<file path="src/rtl/mem_port_arbiter_if.sv">
// Bundle of requester, memory and status signals shared by the arbiter and its environment.
// The arbiter connects through the slave modport; the requester/memory model uses master.
interface mem_port_arbiter_if;
    logic        fetch_req;
    logic [31:0] fetch_addr;
    logic [31:0] fetch_rdata;
    logic        fetch_ack;

    logic        data_req;
    logic        data_we;
    logic [31:0] data_addr;
    logic [31:0] data_wdata;
    logic [31:0] data_rdata;
    logic        data_ack;

    logic        mem_en;
    logic        mem_we;
    logic [31:0] mem_addr;
    logic [31:0] mem_wdata;
    logic [31:0] mem_rdata;
    logic        mem_ready;

    logic        arb_busy;
    logic        arb_err;

    modport slave (
        input  fetch_req, fetch_addr, data_req, data_we, data_addr, data_wdata,
               mem_rdata, mem_ready,
        output fetch_rdata, fetch_ack, data_rdata, data_ack,
               mem_en, mem_we, mem_addr, mem_wdata, arb_busy, arb_err
    );

    modport master (
        output fetch_req, fetch_addr, data_req, data_we, data_addr, data_wdata,
               mem_rdata, mem_ready,
        input  fetch_rdata, fetch_ack, data_rdata, data_ack,
               mem_en, mem_we, mem_addr, mem_wdata, arb_busy, arb_err
    );
endinterface

</file>
<file path="src/rtl/mem_port_arbiter.sv">
// Two-requester (fetch/data) single-port memory arbiter with wait timeout; grant one cycle after request,
// completion acked one cycle after mem_ready. RR_ARB_EN selects round-robin instead of data-first priority.
module mem_port_arbiter #(
    parameter int unsigned TIMEOUT_CYCLES = 15
) (
    input  logic              clk,
    input  logic              reset,
    mem_port_arbiter_if.slave bus
);

    localparam logic [1:0] ST_IDLE    = 2'd0;
    localparam logic [1:0] ST_GRANT_F = 2'd1;
    localparam logic [1:0] ST_GRANT_D = 2'd2;
    localparam logic [7:0] TIMEOUT_LAST = 8'(TIMEOUT_CYCLES - 1);

    logic [1:0]  r_state;
    logic [7:0]  r_cnt;
    logic        r_we;
    logic [31:0] r_addr;
    logic [31:0] r_wdata;
    logic [31:0] r_fetch_rdata;
    logic [31:0] r_data_rdata;
    logic        r_fetch_ack;
    logic        r_data_ack;
    logic        r_err;
`ifdef RR_ARB_EN
    logic        r_last_d;
`endif

    logic w_busy;
    logic w_expire;
    logic w_pick_d;
    logic w_grant_d;
    logic w_grant_f;

    assign w_busy   = (r_state != ST_IDLE);
    assign w_expire = (r_cnt == TIMEOUT_LAST);

    // The winner is chosen from the raw requests; a winner whose ack is still
    // pulsing is simply not granted this cycle, so a held high-priority request
    // keeps blocking the lower-priority one instead of letting it slip in.
    always_comb begin
        w_pick_d = bus.data_req;
`ifdef RR_ARB_EN
        if (bus.data_req && bus.fetch_req) begin
            w_pick_d = ~r_last_d;
        end
`endif
        w_grant_d = w_pick_d && !r_data_ack;
        w_grant_f = !w_pick_d && bus.fetch_req && !r_fetch_ack;
    end

    always_ff @(posedge clk) begin
        if (reset) begin
            r_state       <= ST_IDLE;
            r_cnt         <= 8'd0;
            r_we          <= 1'b0;
            r_addr        <= 32'd0;
            r_wdata       <= 32'd0;
            r_fetch_rdata <= 32'd0;
            r_data_rdata  <= 32'd0;
            r_fetch_ack   <= 1'b0;
            r_data_ack    <= 1'b0;
            r_err         <= 1'b0;
`ifdef RR_ARB_EN
            r_last_d      <= 1'b0;
`endif
        end else begin
            r_fetch_ack <= 1'b0;
            r_data_ack  <= 1'b0;
            r_err       <= 1'b0;
            case (r_state)
                ST_IDLE: begin
                    if (w_grant_d) begin
                        r_state <= ST_GRANT_D;
                        r_we    <= bus.data_we;
                        r_addr  <= bus.data_addr;
                        r_wdata <= bus.data_wdata;
                        r_cnt   <= 8'd0;
`ifdef RR_ARB_EN
                        r_last_d <= 1'b1;
`endif
                    end else if (w_grant_f) begin
                        r_state <= ST_GRANT_F;
                        r_we    <= 1'b0;
                        r_addr  <= bus.fetch_addr;
                        r_cnt   <= 8'd0;
`ifdef RR_ARB_EN
                        r_last_d <= 1'b0;
`endif
                    end
                end
                ST_GRANT_F, ST_GRANT_D: begin
                    if (bus.mem_ready) begin
                        r_state <= ST_IDLE;
                        if (r_state == ST_GRANT_F) begin
                            r_fetch_rdata <= bus.mem_rdata;
                            r_fetch_ack   <= 1'b1;
                        end else begin
                            r_data_ack <= 1'b1;
                            if (!r_we) begin
                                r_data_rdata <= bus.mem_rdata;
                            end
                        end
                    end else if (w_expire) begin
                        r_state <= ST_IDLE;
                        r_cnt   <= r_cnt + 8'd1;
                        r_err   <= 1'b1;
                        if (r_state == ST_GRANT_F) begin
                            r_fetch_ack <= 1'b1;
                        end else begin
                            r_data_ack <= 1'b1;
                        end
                    end else begin
                        r_cnt <= r_cnt + 8'd1;
                    end
                end
                default: r_state <= ST_IDLE;
            endcase
        end
    end

    assign bus.mem_en      = w_busy;
    assign bus.mem_we      = w_busy && r_we;
    assign bus.mem_addr    = r_addr;
    assign bus.mem_wdata   = r_wdata;
    assign bus.arb_busy    = w_busy;
    assign bus.arb_err     = r_err;
    assign bus.fetch_rdata = r_fetch_rdata;
    assign bus.fetch_ack   = r_fetch_ack;
    assign bus.data_rdata  = r_data_rdata;
    assign bus.data_ack    = r_data_ack;

endmodule

</file>
<file path="src/flat_wrapper.sv">
// flat-port wrapper written by rule: the top's interface ports become plain ports
module mem_port_arbiter_flat 
#(
    parameter int unsigned TIMEOUT_CYCLES = 15
)
  (clk, reset, bus_fetch_req, bus_fetch_addr, bus_data_req, bus_data_we, bus_data_addr, bus_data_wdata, bus_mem_rdata, bus_mem_ready, bus_fetch_rdata, bus_fetch_ack, bus_data_rdata, bus_data_ack, bus_mem_en, bus_mem_we, bus_mem_addr, bus_mem_wdata, bus_arb_busy, bus_arb_err);
  mem_port_arbiter_if bus_i ();
  input  logic clk;
  input  logic reset;
  input wire logic [$bits(bus_i.fetch_req)-1:0] bus_fetch_req;
  input wire logic [$bits(bus_i.fetch_addr)-1:0] bus_fetch_addr;
  input wire logic [$bits(bus_i.data_req)-1:0] bus_data_req;
  input wire logic [$bits(bus_i.data_we)-1:0] bus_data_we;
  input wire logic [$bits(bus_i.data_addr)-1:0] bus_data_addr;
  input wire logic [$bits(bus_i.data_wdata)-1:0] bus_data_wdata;
  input wire logic [$bits(bus_i.mem_rdata)-1:0] bus_mem_rdata;
  input wire logic [$bits(bus_i.mem_ready)-1:0] bus_mem_ready;
  output wire logic [$bits(bus_i.fetch_rdata)-1:0] bus_fetch_rdata;
  output wire logic [$bits(bus_i.fetch_ack)-1:0] bus_fetch_ack;
  output wire logic [$bits(bus_i.data_rdata)-1:0] bus_data_rdata;
  output wire logic [$bits(bus_i.data_ack)-1:0] bus_data_ack;
  output wire logic [$bits(bus_i.mem_en)-1:0] bus_mem_en;
  output wire logic [$bits(bus_i.mem_we)-1:0] bus_mem_we;
  output wire logic [$bits(bus_i.mem_addr)-1:0] bus_mem_addr;
  output wire logic [$bits(bus_i.mem_wdata)-1:0] bus_mem_wdata;
  output wire logic [$bits(bus_i.arb_busy)-1:0] bus_arb_busy;
  output wire logic [$bits(bus_i.arb_err)-1:0] bus_arb_err;
  assign bus_i.fetch_req = bus_fetch_req;
  assign bus_i.fetch_addr = bus_fetch_addr;
  assign bus_i.data_req = bus_data_req;
  assign bus_i.data_we = bus_data_we;
  assign bus_i.data_addr = bus_data_addr;
  assign bus_i.data_wdata = bus_data_wdata;
  assign bus_i.mem_rdata = bus_mem_rdata;
  assign bus_i.mem_ready = bus_mem_ready;
  assign bus_fetch_rdata = bus_i.fetch_rdata;
  assign bus_fetch_ack = bus_i.fetch_ack;
  assign bus_data_rdata = bus_i.data_rdata;
  assign bus_data_ack = bus_i.data_ack;
  assign bus_mem_en = bus_i.mem_en;
  assign bus_mem_we = bus_i.mem_we;
  assign bus_mem_addr = bus_i.mem_addr;
  assign bus_mem_wdata = bus_i.mem_wdata;
  assign bus_arb_busy = bus_i.arb_busy;
  assign bus_arb_err = bus_i.arb_err;
  mem_port_arbiter #(.TIMEOUT_CYCLES(TIMEOUT_CYCLES)) u_core (.clk(clk), .reset(reset), .bus(bus_i));
endmodule
</file>
<file path="config.mk">
export PLATFORM = sky130hd
export DESIGN_NAME = mem_port_arbiter_flat
export DESIGN_NICKNAME = d
export VERILOG_FILES = /design/src/rtl/mem_port_arbiter_if.sv /design/src/rtl/mem_port_arbiter.sv /design/src/flat_wrapper.sv
export SDC_FILE = /design/constraint.sdc
export NUM_CORES = 1
export LEC_CHECK = 0
export ABC_AREA = 1
export BUFFER_PORTS_ARGS = -buffer_cell sky130_fd_sc_hd__buf_2
export CELL_PAD_IN_SITES_DETAIL_PLACEMENT = 0
export CELL_PAD_IN_SITES_GLOBAL_PLACEMENT = 1
export CORE_MARGIN = 2
export CORE_UTILIZATION = 32
export DETAILED_ROUTE_END_ITERATION = 10
export GPL_ROUTABILITY_DRIVEN = 0
export MAX_ROUTING_LAYER = met4
export PLACE_DENSITY_LB_ADDON = 0.1
export SYNTH_ARGS = -nofsm -noshare
export SYNTH_HDL_FRONTEND = slang
export SYNTH_SLANG_ARGS = --single-unit
export TNS_END_PERCENT = 100
</file>
<file path="constraint.sdc">
create_clock -name clk -period 1.79 [get_ports clk]
set_input_delay 0.179 -clock clk [delete_from_list [all_inputs] [get_ports clk]]
set_output_delay 0.179 -clock clk [all_outputs]
set_load 0.02 [all_outputs]
</file>
Word level (Yosys, flattened, before mapping)
Cells that the tools add are included.
{"block": "classes", "addsub": 1, "mul": 0, "n_div": 0, "order_cmp": 0, "n_eq_ne": 6, "n_shift": 0, "mux": 20, "bitwise": 3, "reduce_logical": 20}
{"operator": "2-to-1 mux 32 bit", "count": 2}
{"operator": "2-to-1 mux 8 bit", "count": 3}
{"operator": "case mux 8 bit (2 select lines)", "count": 1}
{"operator": "2-to-1 mux 1 bit", "count": 9}
{"operator": "adder 8 x 1 -> 8 bit, second input constant", "count": 1}
{"operator": "equality test 8 x 4 -> 1 bit, second input constant", "count": 1}
{"operator": "2-to-1 mux 2 bit", "count": 4}
{"operator": "AND reduction 2 bit", "count": 3}
{"operator": "AND reduction 3 bit", "count": 2}
{"operator": "nonzero test 2 bit", "count": 3}
{"operator": "logical AND 1 bit", "count": 4}
{"operator": "case mux 2 bit (2 select lines)", "count": 1}
{"operator": "AND reduction 4 bit", "count": 1}
{"operator": "OR reduction 2 bit", "count": 2}
{"operator": "logical NOT 1 bit", "count": 3}
{"operator": "inequality test 3 x 1 -> 1 bit, second input constant", "count": 1}
{"operator": "inequality test 3 x 2 -> 1 bit, second input constant", "count": 1}
{"operator": "NOT 1 bit", "count": 3}
{"operator": "OR reduction 3 bit", "count": 1}
{"operator": "equality test 2 x 1 -> 1 bit, second input constant", "count": 1}
{"operator": "equality test 2 bit, second input constant", "count": 1}
{"operator": "logical NOT 2 bit", "count": 1}
{"operator": "inequality test 2 bit, second input constant", "count": 1}
{"block": "word_totals", "register_bits": 142, "latch_bits": 0, "mem_bits_rw": 0, "romBits": 0, "inputBits": 134, "elab_cells": 60, "n_memories": 0}

Logic depth before layout (Yosys ltp)
Gate-level depths: netlist of run 1.
{"block": "logic_depth", "depth_word": 6, "ltp_mapped": 10}

Worst setup path after synthesis of run 1
No wires, ideal clock.
{"block": "synth_timing", "kind": "register to register", "from": "register u_core.r_state[0]", "to": "register u_core.r_cnt[5]", "setup_time_ps": 117, "arrival_ps": 1410, "required_ps": 1673, "slack_ps": 263, "stages_incl_launch_ff": 9, "n_path_buf": 0, "path_cell_list": "dfxtp_1 > inv_1 > ha_1 > nand2_2 > inv_2 > a21oi_4 > nand2_4 > o21ai_2 > nor2_1"}
{"block": "synth_between", "elab_chain_cells": 4, "word_cells_on_any_way": 9, "cone_classes": "4 x eq/ne; 1 x mux; 4 x reduce/logical"}
{"item": "start: declaration", "line_no": "mem_port_arbiter.sv:16", "rtl": "logic [1:0] r_state;"}
{"item": "start signal: assignment", "line_no": "mem_port_arbiter.sv:55", "rtl": "r_state <= ST_IDLE;"}
{"item": "start signal: assignment", "line_no": "mem_port_arbiter.sv:75", "rtl": "r_state <= ST_GRANT_D;"}
{"item": "start signal: assignment", "line_no": "mem_port_arbiter.sv:84", "rtl": "r_state <= ST_GRANT_F;"}
{"item": "equality test 2 bit or equality test 2 x 1 -> 1 bit (tied branches)", "line_no": "mem_port_arbiter.sv:72", "rtl": "case (r_state)"}
{"item": "OR reduction 2 bit", "line_no": "mem_port_arbiter.sv:72"}
{"item": "inequality test 2 bit (no source line) or nonzero test 2 bit (tied branches)"}
{"item": "AND reduction 3 bit (no source line)"}
{"item": "end signal: assignment", "line_no": "mem_port_arbiter.sv:107", "rtl": "r_cnt <= r_cnt + 8'd1;"}
{"item": "end signal: assignment", "line_no": "mem_port_arbiter.sv:115", "rtl": "r_cnt <= r_cnt + 8'd1;"}
{"item": "end: declaration", "line_no": "mem_port_arbiter.sv:17", "rtl": "logic [7:0] r_cnt;"}
Parallel ways exist; a longest one is shown, timed or not.
A chain may end at the register's enable or synchronous reset.

Worst setup path after layout of run 1
{"block": "layout_timing", "from": "register u_core.r_state[0]", "to": "output port bus_mem_en"}
{"block": "layout_between", "elab_chain_cells": 1}
{"item": "nonzero test 2 bit", "line_no": "mem_port_arbiter.sv:36", "rtl": "assign w_busy = (r_state != ST_IDLE);"}
{"item": "end: declaration", "line_no": "flat_wrapper.sv:22", "rtl": "output wire logic [$bits(bus_i.mem_en)-1:0] bus_mem_en;"}
Every way passes these cells.

==> qor.csv, run 1 <==
metric,value,unit
post_synth.cell_area_avg,7.30,um^2
syn_area,0.00573,mm^2
worstPathArrival,1.46,ns
detail_route.wl_per_cell,13.9,um
synth_cell_types,29,
power-per-cell-area,1160,mW/mm^2
maxUsedRoutingLayer,met4,
grt_antenna_before_repair,1,
stdcell_count,1330,
first_global_vias,5720,
postLayoutCoreUtil,48.1,%
synth_area_leaders,"sky130_fd_sc_hd__dfxtp_1, sky130_fd_sc_hd__nor2_1, sky130_fd_sc_hd__nand2_1",
synth_seq_cells,142,
finalCritPeriodShare,91.5,%
drt_pre_antenna_iters,4,
portBuffers,267,
final_antenna_net_count,0,
met2_wirelength,8.90,mm
area.growth.synth_to_final,46.3,%
report.final.setup_viol,0,
cts.path.max_buffers,2,
share_comb_of_total_power,26.9,%
dpl.cell_count,1243,
timing.critical_path.from_type,flip-flop,
finish.net_count,1229,
start_util,32.9,%
finalCriticalPeriod,1.64,ns
outcome,completed,
fin_tns_setup,0,ns
design.die.area,0.0190,mm^2
wl_met3,1.04,mm
wl,18.4,mm
power.share.switching,35.2,%
grt_start_max_net_pins,59,
drt-met1-wl,8.16,mm
netlist.top_cell.by_area,sky130_fd_sc_hd__dfxtp_1,
timing.critical_path.max_delay_family,buffers and inverters,
cap_viol_max_count,0,
seq_power_share,38.8,%
timing.critical_path.slowest_cell_delay,0.35,ns
netlist_instances,784,
numCtsBuffers,17,
groute.usage.overall,19.7,%
int_pwr,6.30,mW
cp.depth,4,
fp.coreArea,0.0174,mm^2
switching_power,3.42,mW
path_cells,inv_1 -> ha_1 -> inv_2 -> buf_2,
clock_insertion_delay_worst_skew,0.42,ns
design.portCount,268,
critical_path.slowest_cell,sky130_fd_sc_hd__dfxtp_1,
slew_viols_final,0,
fillerInstances,1827,
tritoncts_clock_tree,built,
grt_overflow,0,
relSlewSlack,59.6,%
rows,48,
yosys_warnings,0,
largest_clock_skew_in_the_final_design,0.00899,ns
critical_path_buf_inv_count,3,
cellLeakagePower,4.15,nW
required,1.61,ns
layout-drive-gt1-share,30.5,%
dpl_cell_area,0.00728,mm^2
pwr-share-clk,34.3,%
worstMarginPinSlew,0.605,ns
die_height,138,um
setup_repair_after_global_routing_missed_its_margin,false,
remaining_drc_errors,0,
dr_total_vias,6038,
viasPerCell,4.54,
hp-class,input port to flip-flop,
finalWorstSetupSlack,0.153,ns
clockRootBuffer,sky130_fd_sc_hd__clkbuf_16,
number_of_drc_markers_after_the_initial_detailed_route_iteration,248,
r2r.worst_path.cells,7,
design_area,0.00837,mm^2
htree_levels,4,
min_delay_path_depth,3,
achievable-frequency,611,MHz
hold_viol_final,0,
grt_pass1_wl,28.6,mm
worstPathMaxFanout,5,
place_hpwl,12.6,mm
timing_worst_setup_path_type,flip-flop to output pin,
die_w,138,um
setup.worst_path.end_class,output pin,
seq_area_frac_synth,49.7,%
synth_largest_type_area_fraction,49.7,%
clock_sinks,142,
syn_nets,922,
detailedPlace.worstSlack,0.159,ns
cts.clk_slew.worst_paths,0.07,ns
vdd_drop_max,0.655,mV
worst register-to-register path: cells and delay by family, from the launching register on:
kind                       cells  cell delay, ns
adders and majority gates      1            0.33
and+or+nand+nor                4            0.38
buffers and inverters          2            0.50
DFF                            1            0.35
cell families after synthesis:
logic type,Yosys count,synth area share (%)
XOR/XNOR,1,0.153
AND/OR/NAND/NOR,421,30.4
buffers and inverters,76,6.18
adder cells (fa/ha/maj),4,0.874
AO/OA/AOI/OAI,140,12.7
flip-flops,142,49.7
cells in the final DEF (no fill, tap or decap), drive strengths merged, types with 5 or more instances in the layout:
cell	count
inv	30
dfxtp	142
a21oi	39
dlygate4sd3	54
nand2	133
nand3	72
nor2	206
nand4	5
buf	287
clkbuf	18
o21ai	99
stage by stage:
step / hold slack, ns / total power, mW
2_1_floorplan: 0.256 / 5.46
3_5_place_dp: 0.407 / 6.38
6_report: 0.0162 / 9.71
4_1_cts: 0.000270 / 9.84
5_1_grt: 0.0128 / 10.3
3_3_place_gp: 0.401 / 6.39
final cells by class:
| type | count | area (um^2) | area share, % |
|---|---|---|---|
| Sequential cell | 142 | 2840 | 33.9 |
| Inverter | 23 | 86.3 | 1.03 |
| Timing Repair Buffer | 341 | 2080 | 24.8 |
| Clock buffer | 18 | 429 | 5.12 |
| Multi-Input combinational cell | 566 | 2530 | 30.2 |
| Antenna cell | 1 | 2.50 | 0.0299 |
| Tap cell | 225 | 282 | 3.36 |
| Clock inverter | 14 | 126 | 1.51 |
metal layers:
metal / vias to the layer above / global-route usage, %
li1: 3159 / -
met1: 2689 / 23.3
met5: - / -
met4: 0 / 7.14
met2: 166 / 33.7
met3: 24 / 3.50
worst paths after layout:
kind	from	end	slack, ns
hold / removal	bus_mem_rdata[5]	u_core.bus.data_rdata[5]	0.02
setup reg to reg	u_core.r_state[0]	u_core.bus.data_rdata[28]	0.18
setup / recovery	u_core.r_state[0]	bus_mem_en	0.15
hold reg to reg	u_core.bus.fetch_rdata[27]	u_core.bus.fetch_rdata[27]	0.46
power groups by stage:
stage	Combinational, mW	Sequential (mW)	Clock [mW]
CTS	2.65	3.77	3.43
global route	2.91	3.82	3.54
detailed placement	2.55	3.83	0
finish	2.62	3.76	3.33
global placement	2.56	3.83	0
floorplan	1.14	4.31	0
registers in the layout, indices dropped and copies added (netlist names):
| signal | cells |
|---|---|
| u_core.bus.arb_err | 1 |
| u_core.bus.data_ack | 1 |
| u_core.bus.data_rdata | 32 |
| u_core.bus.fetch_ack | 1 |
| u_core.bus.fetch_rdata | 32 |
| u_core.bus.mem_addr | 32 |
| u_core.bus.mem_wdata | 32 |
| u_core.r_cnt | 8 |
| u_core.r_state | 2 |
| u_core.r_we | 1 |
Yosys cell counts:
cell type                  count
sky130_fd_sc_hd__nor2_1      205
sky130_fd_sc_hd__dfxtp_1     142
sky130_fd_sc_hd__nand2_1     128
sky130_fd_sc_hd__o21ai_0      94
sky130_fd_sc_hd__nand3_1      72
sky130_fd_sc_hd__a21oi_1      36
sky130_fd_sc_hd__buf_2        25
sky130_fd_sc_hd__clkbuf_1     20
sky130_fd_sc_hd__inv_1        18
sky130_fd_sc_hd__inv_2         5
sky130_fd_sc_hd__nand4_1       5
sky130_fd_sc_hd__buf_6         4
sky130_fd_sc_hd__ha_1          4
sky130_fd_sc_hd__nand2_2       4
sky130_fd_sc_hd__o21ai_1       4
sky130_fd_sc_hd__clkbuf_2      3
sky130_fd_sc_hd__a21oi_2       2
sky130_fd_sc_hd__nor3_1        2
sky130_fd_sc_hd__a21oi_4       1
sky130_fd_sc_hd__a22oi_1       1
sky130_fd_sc_hd__buf_4         1
sky130_fd_sc_hd__nand2_4       1
sky130_fd_sc_hd__nand3b_4      1
sky130_fd_sc_hd__nor2_4        1
sky130_fd_sc_hd__nor3_4        1
sky130_fd_sc_hd__o21ai_2       1
sky130_fd_sc_hd__o21bai_1      1
sky130_fd_sc_hd__or2_2         1
sky130_fd_sc_hd__xor2_1        1
timing repair:
| action | 4_1_cts | 5_1_grt |
|---|---|---|
| gates resized for setup | 0 | 0 |
| hold buffers | 54 | 0 |
| setup buffers | 0 | 0 |
| hold endpoints to repair | 54 | 0 |
(Power assumes the default switching activity.)
==> run 2, diff against run 1 <==
Settings changed: REMOVE_ABC_BUFFERS set to 1.
==> run 2 against run 1 <==
Effect of this change:
- non-clock buffer count decreased by 13
- first-iteration DRC count grew 4.8%
- die area unchanged
- hold slack barely moved
- setup slack got worse by 0.0013 ns
- utilization is 0.77 points lower
- largest cell class unchanged
- largest power group unchanged
==> qor.csv, run 2 (same netlist as run 1, synthesis figures left out) <==
metric,value,unit
outcome,completed,
mostFrequentLayoutCells,"sky130_fd_sc_hd__buf_2, sky130_fd_sc_hd__nor2_1, sky130_fd_sc_hd__dfxtp_1, sky130_fd_sc_hd__nand2_1, sky130_fd_sc_hd__o21ai_0",
fp.coreArea,0.0174,mm^2
setup_repair_after_global_routing_missed_its_margin,false,
slew_viols_final,0,
dpl_cell_area,0.00725,mm^2
cts.path.max_buffers,2,
design_area,0.00824,mm^2
grt.met1_usage,24.4,%
clock_sinks,142,
setup.reg_to_reg.worst_slack,0.15,ns
n_antenna_cell,0,
hp-class,input port to flip-flop,
worstMarginPinSlew,0.593,ns
hold_viol_final,0,
detail_route.wl_per_cell,13.8,um
rows,48,
achievable-frequency,610,MHz
cellLeakagePower,4.09,nW
worstPathMaxFanout,8,
fillerInstances,1826,
cts.clk_slew.worst_paths,0.06,ns
required,2.09,ns
portBuffers,267,
clockRootBuffer,sky130_fd_sc_hd__clkbuf_16,
power-per-cell-area,1170,mW/mm^2
remaining_drc_errors,0,
final_antenna_net_count,0,
start_util,32.9,%
viasPerCell,4.52,
first_global_vias,5389,
grt_start_max_net_pins,72,
htree_levels,4,
place_hpwl,12.3,mm
finalCritPeriodShare,91.6,%
design.die.area,0.0190,mm^2
report.power.total,9.68,mW
timing_worst_setup_path_type,flip-flop to flip-flop,
area.growth.synth_to_final,43.9,%
fin_tns_setup,0,ns
largest_clock_skew_in_the_final_design,0.0100,ns
grt_pass1_wl,27.7,mm
worstPathArrival,1.94,ns
layout-drive-gt1-share,30.6,%
layout.cells.most_common,sky130_fd_sc_hd__buf_2,
number_of_drc_markers_after_the_initial_detailed_route_iteration,260,
groute.usage.overall,19.3,%
clock_insertion_delay_worst_skew,0.41,ns
tritoncts_clock_tree,built,
global_route.peak_usage_layer,met2,
grt_overflow,0,
vdd_drop_max,0.719,mV
die_w,138,um
finalCriticalPeriod,1.64,ns
numCtsBuffers,17,
grtUsageMet3,3.53,%
report.final.setup_viol,0,
die_height,138,um
timing.critical_path.from_type,flip-flop,
grt_antenna_before_repair,0,
drt_pre_antenna_iters,6,
wl,18.2,mm
setup.worst_path.end_class,flip-flop,
cts_setup_buffers,0,
finish.net_count,1216,
relSlewSlack,60.4,%
cap_viol_max_count,0,
design.portCount,268,
groute.layer.met2.usage,31.2,%
dr_total_vias,5943,
## run 2: cell types whose count changed in the layout (fill, tap and decap cells not counted), moves of 3 or more
cell / change
sky130_fd_sc_hd__dlygate4sd3_1: -11
sky130_fd_sc_hd__clkinv_2: +4
sky130_fd_sc_hd__buf_4: -3
sky130_fd_sc_hd__clkinv_4: -3
sky130_fd_sc_hd__inv_8: -3
## run 2: per-layer routing
layer | wire [um] | share of wire (%)
met5 | 0 | 0
met4 | 264 | 1.4
met3 | 922 | 5.1
met2 | 8570 | 47
met1 | 8450 | 46
## run 2: final cells by class
type	instances	area [um^2]	share of cell area (%)
Clock buffer	19	433	5.25
Sequential cell	142	2840	34.5
Clock inverter	13	115	1.40
Tap cell	225	282	3.42
Inverter	23	88.8	1.08
Timing Repair Buffer	328	1950	23.7
Multi-Input combinational cell	566	2530	30.7
## run 2: what timing repair did
item	in CTS	in global routing
endpoints found under the hold margin	43	0
resized for setup	0	5
hold buffers	43	0
endpoints found under the setup margin	0	31
## run 2: worst max-delay path, stage by stage (launching register included)
cell and delay [ns]:
sky130_fd_sc_hd__dfxtp_1 0.35, sky130_fd_sc_hd__inv_1 0.05, sky130_fd_sc_hd__ha_1 0.36, sky130_fd_sc_hd__nand2_2 0.13, sky130_fd_sc_hd__inv_2 0.07, sky130_fd_sc_hd__a21oi_4 0.18
sky130_fd_sc_hd__nand2_4 0.11, sky130_fd_sc_hd__o21ai_2 0.20, sky130_fd_sc_hd__nor2_1 0.07
## run 2: metrics by stage
step,hold WS (ns),util (%),setup slack [ns],instances
6_report,0.0159,47.3,0.151,1316
5_1_grt,0.00317,47.3,0.0199,1316
4_1_cts,0.000211,47.2,0.0851,1316
3_5_place_dp,0.402,41.6,0.103,1241
3_3_place_gp,0.402,41.6,0.140,1241
2_1_floorplan,0.241,-,-0.465,731
## run 2: power by group
part | total [mW] | internal (mW) | switching [mW]
clock | 3.30 | 1.91 | 1.39
sequential | 3.76 | 3.58 | 0.185
combinational | 2.62 | 0.886 | 1.73
total | 9.68 | 6.38 | 3.31
## run 2: final timing paths
kind | start | to | cells past startpoint
max reg2reg | u_core.r_state[0] | u_core.r_cnt[5] | 8
min | bus_mem_rdata[12] | u_core.bus.data_rdata[12] | 3
min reg2reg | u_core.bus.fetch_rdata[21] | u_core.bus.fetch_rdata[21] | 2
max | u_core.r_state[0] | u_core.r_cnt[5] | 8
